## src/rtl/mfu_accumulator.sv

```systemverilog
// Precision-scalable accumulator behind the multi-precision multiplier: sums packed
// product words into 1, 2 or 4 signed lanes and presents the result on a valid/ready port.
module mfu_accumulator #(
    parameter int ACC_W = 24,
    parameter int LEN_W = 8
) (
    input  logic                 clk,
    input  logic                 rst,
    input  logic                 start,
    input  logic [1:0]           cfg_mode,
    input  logic [LEN_W-1:0]     cfg_len,
    output logic [1:0]           job_mode,
    output logic                 busy,
    input  logic                 in_valid,
    output logic                 in_ready,
    input  logic [15:0]          in_p,
    output logic                 out_valid,
    input  logic                 out_ready,
    output logic [4*ACC_W-1:0]   out_data,
    output logic [3:0]           out_ovf,
    output logic [1:0]           out_mode
);

    typedef enum logic [1:0] {
        S_IDLE = 2'd0,
        S_ACC  = 2'd1,
        S_OUT  = 2'd2
    } state_t;

    localparam logic [1:0] MODE_8X8 = 2'b01;
    localparam logic [1:0] MODE_4X4 = 2'b10;
    localparam logic [1:0] MODE_2X2 = 2'b11;

    state_t                    state_q, state_d;
    logic [1:0]                mode_q, mode_d;
    logic [LEN_W-1:0]          len_q, len_d;
    logic [LEN_W-1:0]          cnt_q, cnt_d;
    logic [3:0][ACC_W-1:0]     acc_q, acc_d;
    logic [3:0]                ovf_q, ovf_d;

    logic [3:0][ACC_W-1:0]     addend;
    logic [3:0][ACC_W-1:0]     sum;
    logic [3:0]                ovf_set;
    logic                      job_start;
    logic                      beat;
    logic                      last_beat;

    assign job_start = (state_q == S_IDLE) && start;
    assign beat      = (state_q == S_ACC) && in_valid;
    assign last_beat = (cnt_q + LEN_W'(1)) == len_q;

    // Lane fields are signed; NOOP and lanes unused by the mode contribute zero.
    always_comb begin
        // NOTE: every comb output gets a default first so no path leaves it unassigned (no latch).
        addend = '0;
        case (mode_q)
            MODE_8X8: addend[0] = ACC_W'($signed(in_p));
            MODE_4X4: begin
                addend[1] = ACC_W'($signed(in_p[15:8]));
                addend[0] = ACC_W'($signed(in_p[7:0]));
            end
            MODE_2X2: begin
                for (int n = 0; n < 4; n++) begin
                    addend[n] = ACC_W'($signed(in_p[4*n +: 4]));
                end
            end
            default: ;
        endcase
    end

    // Signed overflow: operands share a sign and the wrapped sum does not.
    always_comb begin
        sum     = '0;
        ovf_set = '0;
        for (int n = 0; n < 4; n++) begin
            sum[n]     = acc_q[n] + addend[n];
            ovf_set[n] = (addend[n][ACC_W-1] == acc_q[n][ACC_W-1]) &&
                         (sum[n][ACC_W-1] != acc_q[n][ACC_W-1]);
        end
    end

    always_comb begin
        mode_d = mode_q;
        len_d  = len_q;
        cnt_d  = cnt_q;
        acc_d  = acc_q;
        ovf_d  = ovf_q;
        if (job_start) begin
            mode_d = cfg_mode;
            len_d  = cfg_len;
            cnt_d  = '0;
            acc_d  = '0;
            ovf_d  = '0;
        end else if (beat) begin
            cnt_d = cnt_q + LEN_W'(1);
            acc_d = sum;
            ovf_d = ovf_q | ovf_set;
        end
    end

    always_ff @(posedge clk or posedge rst) begin
        if (rst) begin
            // NOTE: sequential state uses non-blocking assignments so all flops update together.
            mode_q <= '0;
            len_q  <= '0;
            cnt_q  <= '0;
            acc_q  <= '0;
            ovf_q  <= '0;
        end else begin
            mode_q <= mode_d;
            len_q  <= len_d;
            cnt_q  <= cnt_d;
            acc_q  <= acc_d;
            ovf_q  <= ovf_d;
        end
    end

    always_ff @(posedge clk or posedge rst) begin
        if (rst) state_q <= S_IDLE;
        else     state_q <= state_d;
    end

    always_comb begin
        state_d = state_q;
        case (state_q)
            S_IDLE: if (start) state_d = (cfg_len == '0) ? S_OUT : S_ACC;
            S_ACC:  if (beat && last_beat) state_d = S_OUT;
            S_OUT:  if (out_ready) state_d = S_IDLE;
            default: state_d = S_IDLE;
        endcase
    end

    always_comb begin
        busy      = (state_q != S_IDLE);
        in_ready  = (state_q == S_ACC);
        out_valid = (state_q == S_OUT);
    end

    assign job_mode = mode_q;
    assign out_mode = mode_q;
    assign out_data = acc_q;
    assign out_ovf  = ovf_q;

endmodule

```

## config.mk

```make
export PLATFORM = sky130hd
export DESIGN_NAME = mfu_accumulator
export DESIGN_NICKNAME = d
export VERILOG_FILES = /design/src/rtl/mfu_accumulator.sv
export SDC_FILE = /design/constraint.sdc
export NUM_CORES = 1
export LEC_CHECK = 0
export CORE_MARGIN = 4
export CORE_UTILIZATION = 24
export CTS_BUF_LIST = sky130_fd_sc_hd__clkbuf_16
export DETAILED_ROUTE_END_ITERATION = 8
export PLACE_DENSITY = 0.43
export SYNTH_ARGS = -nofsm -noshare
export SYNTH_HDL_FRONTEND = slang
export SYNTH_SLANG_ARGS = --single-unit
```

## constraint.sdc

```tcl
create_clock -name clk -period 6.9 [get_ports clk]
set_clock_uncertainty 0.05 [all_clocks]
set_input_delay 0.69 -clock clk [delete_from_list [all_inputs] [get_ports clk]]
set_output_delay 0.69 -clock clk [all_outputs]
set_load 0.02 [all_outputs]
```

==> reports/results.txt <==
Yosys reg bits = 120
delay-heaviest family, CP = compound AO/OA/AOI/OAI gates
initial antenna violation count = 0
IR drop worst, VDD = 172 uV
I/O Pins = 138
synthesized netlist cell count = 1,132
fillers = 4,116
vias in the first global route = 8,558
fin. max-slew vios = 0
top-count cell post-synth = nand2_1
Crit. End Element = flop
cts-stage hold buffer count = 0
nets = 1,345
run status = completed
core area = 38,600 um^2
Critical Path Fanout Max = 33
ys async rst share = 1.00
Port-buffer cells = 137
EDFF count, synth = 0
Slew @ Worst Pin = 1.07 ns
HPWL Detailed = 21,100 um
GRT overflow = 0
CTS tree = done
most used flip-flop cell after synthesis = dfrtp_1
Layout area overhead = 25.9%
Worst-Skew Late Latency = 0.44 ns
critical path, cell by cell = buf_4, and3_1, ha_1, and3_1, o2bb2ai_1, o31ai_2, o311ai_2, a21oi_1, o21bai_1, a21oi_1, xor2_1, o21ai_1
CP peak stage delay = 0.93 ns
root buf cell = clkbuf_16
setup TNS = 0 ns
Final WS setup = 2.90 ns
setup violators final = 0
routed vias/inst = 4.81
Synth top area share = 0.321
Place WS = 2.43 ns
Routed Antenna Nets = 0
RSZ-0062 raised after global routing = false
syn_nets = 1,238
Detailed Route Iter0 Violations = 438
n_diodes = 0
H-Tree Depth = 4
setup bufs post-CTS = 0
Hold Vio Cnt, Final = 0
share of layout cells above drive strength 1 = 0.0567
max-cap violations = 0
synth top area cells = dfrtp_1 (32%), ha_1 (9.5%), nand2_1 (6.9%)
CP max-delay cell = and3_1
leakage = 5.25 nW
Rows = 72
R2R Setup Slk = 2.90 ns
clock sinks = 120
CTS resizes = 0
post-synth top area cell = dfrtp_1
Yosys cell types = 77
Mean Syn Cell Area = 8.27 um^2
Final Critical Period = 4.00 ns
worst path required time = 7.16 ns
Die Y = 206 um
maximum number of pins on one net before global-route repair = 80
Overall Global Routing Usage = 0.144
Max Root-Sink Buffers = 2
synth warn = 0
Worst setup SP type = flop
first-pass GRT wire length = 48,200 um
Vias = 8,509
CTS Buf Count = 17
Avg WL per Cell = 16.9 um
Rel. slew slack = 0.288
DIE WIDTH = 206 um
Synth Cell Area = 9360 um^2
Routed WL = 30,000 um
first-pass detailed-route iteration total = 5
Buf/Inv on CP = 1
die area = 42,200 um^2
Power Dens Cells = 468 nW/um^2
Final period util = 0.580
Initial Util = 0.242
clock slew at reported path FFs = 0.06 ns
Worst Hold Class = reg2reg
Seq/Total Area, Yosys = 0.321
Fmax = 250 MHz
Final GP Congestion = 0.793
Commonest cells post-synth = nand2_1 (173), dfrtp_1 (120), o21ai_0 (115)
drt drc = 0
CP Data Arrival Time = 4.26 ns
Crit Path Category = reg2reg
-- flip-flops by register name, summed over array words and instances (netlist names) --
register,count
state_q,2
cnt_q,8
len_q,8
out_ovf,4
out_data,96
job_mode,2
-- routing by layer --
layer	GRT usage	share of wire	vias up	routed length (um)
met3	0.0295	0.038	27	1130
met5	0	0	-	0
met2	0.237	0.47	137	14100
met1	0.192	0.48	4056	14300
met4	0.0390	0.015	0	455
li1	-	-	4289	-
-- cells by family (layout without fill, tap and decap cells) --
| family | count (synthesis) | after routing | share of synthesized area |
|---|---|---|---|
| xor+xnor | 78 | 78 | 0.0730 |
| fa+ha+maj | 75 | 75 | 0.103 |
| flops | 120 | 120 | 0.321 |
| compound gates | 350 | 350 | 0.244 |
| buf+inv | 86 | 206 | 0.0381 |
| simple gates | 411 | 411 | 0.207 |
| mux | 12 | 12 | 0.0135 |
-- worst paths after layout --
kind | start | endpoint | depth (start not counted)
setup / recovery | job_mode[1]$_DFFE_PP0P_ | out_data[92]$_DFFE_PP0P_ | 12
hold / removal | out_ovf[0]$_DFFE_PP0P_ | out_ovf[0]$_DFFE_PP0P_ | 2
setup reg to reg | job_mode[1]$_DFFE_PP0P_ | out_data[92]$_DFFE_PP0P_ | 12
hold reg to reg | out_ovf[0]$_DFFE_PP0P_ | out_ovf[0]$_DFFE_PP0P_ | 2
max in group asynchronous | rst | out_data[24]$_DFFE_PP0P_ | 3
min in group asynchronous | rst | out_data[91]$_DFFE_PP0P_ | 2
-- area by class of cell --
cell class,instances,area [um^2],area share
Tap cell,518,648,0.0550
Sequential cell,120,3000,0.255
Clock buffer,17,425,0.0361
Clock inverter,15,143,0.0121
Inverter,28,108,0.00913
Multi-Input combinational cell,926,6020,0.511
Timing Repair Buffer,146,1440,0.122
-- layout by cell type (no fill, tap or decap), types with 8 or more instances in the layout --
| cell | instances |
|---|---|
| xnor2_1 | 34 |
| a21o_1 | 29 |
| xor2_1 | 44 |
| dfrtp_1 | 120 |
| nor3_1 | 35 |
| a31oi_1 | 10 |
| clkbuf_16 | 17 |
| buf_4 | 9 |
| a211oi_1 | 9 |
| inv_1 | 28 |
| or3_1 | 14 |
| o21ai_0 | 115 |
| nor2_1 | 57 |
| nand2_1 | 172 |
| o31ai_1 | 8 |
| o21ai_1 | 23 |
| ha_1 | 71 |
| and3_1 | 21 |
| nand3_1 | 32 |
| o21a_1 | 9 |
| nand2b_1 | 15 |
| clkdlybuf4s50_1 | 137 |
| a21oi_1 | 69 |
| a22o_1 | 15 |
| nor2b_1 | 23 |
-- per-stage QoR --
stage / std cells / hold WS, ns / power (mW) / util / instance area (um^2)
after floorplan: 1132 / 0.415 / 3.48 / - / 9360
after CTS: 1770 / 0.432 / 5.60 / 0.305 / 11800
after global routing: 1770 / 0.463 / 5.98 / 0.305 / 11800
after global placement: 1738 / 0.415 / 4.63 / 0.290 / 11200
after detailed placement: 1738 / 0.419 / 4.65 / 0.290 / 11200
final: 1770 / 0.429 / 5.51 / 0.305 / 11800
-- power by group --
part / switching, mW / total (mW) / internal [mW]
clock: 0.352 / 0.907 / 0.554
sequential: 0.369 / 1.36 / 0.994
combinational: 1.89 / 3.24 / 1.35
-- worst register-to-register path, stage by stage, from the launching register on --
cell and delay (ns):
dfrtp_1 0.38, buf_4 0.31, and3_1 0.94, ha_1 0.45, and3_1 0.20, o2bb2ai_1 0.14, o31ai_2 0.37, o311ai_2 0.20
a21oi_1 0.31, o21bai_1 0.10, a21oi_1 0.17, xor2_1 0.19, o21ai_1 0.07
Note: power is estimated with default switching activity, not from simulation.
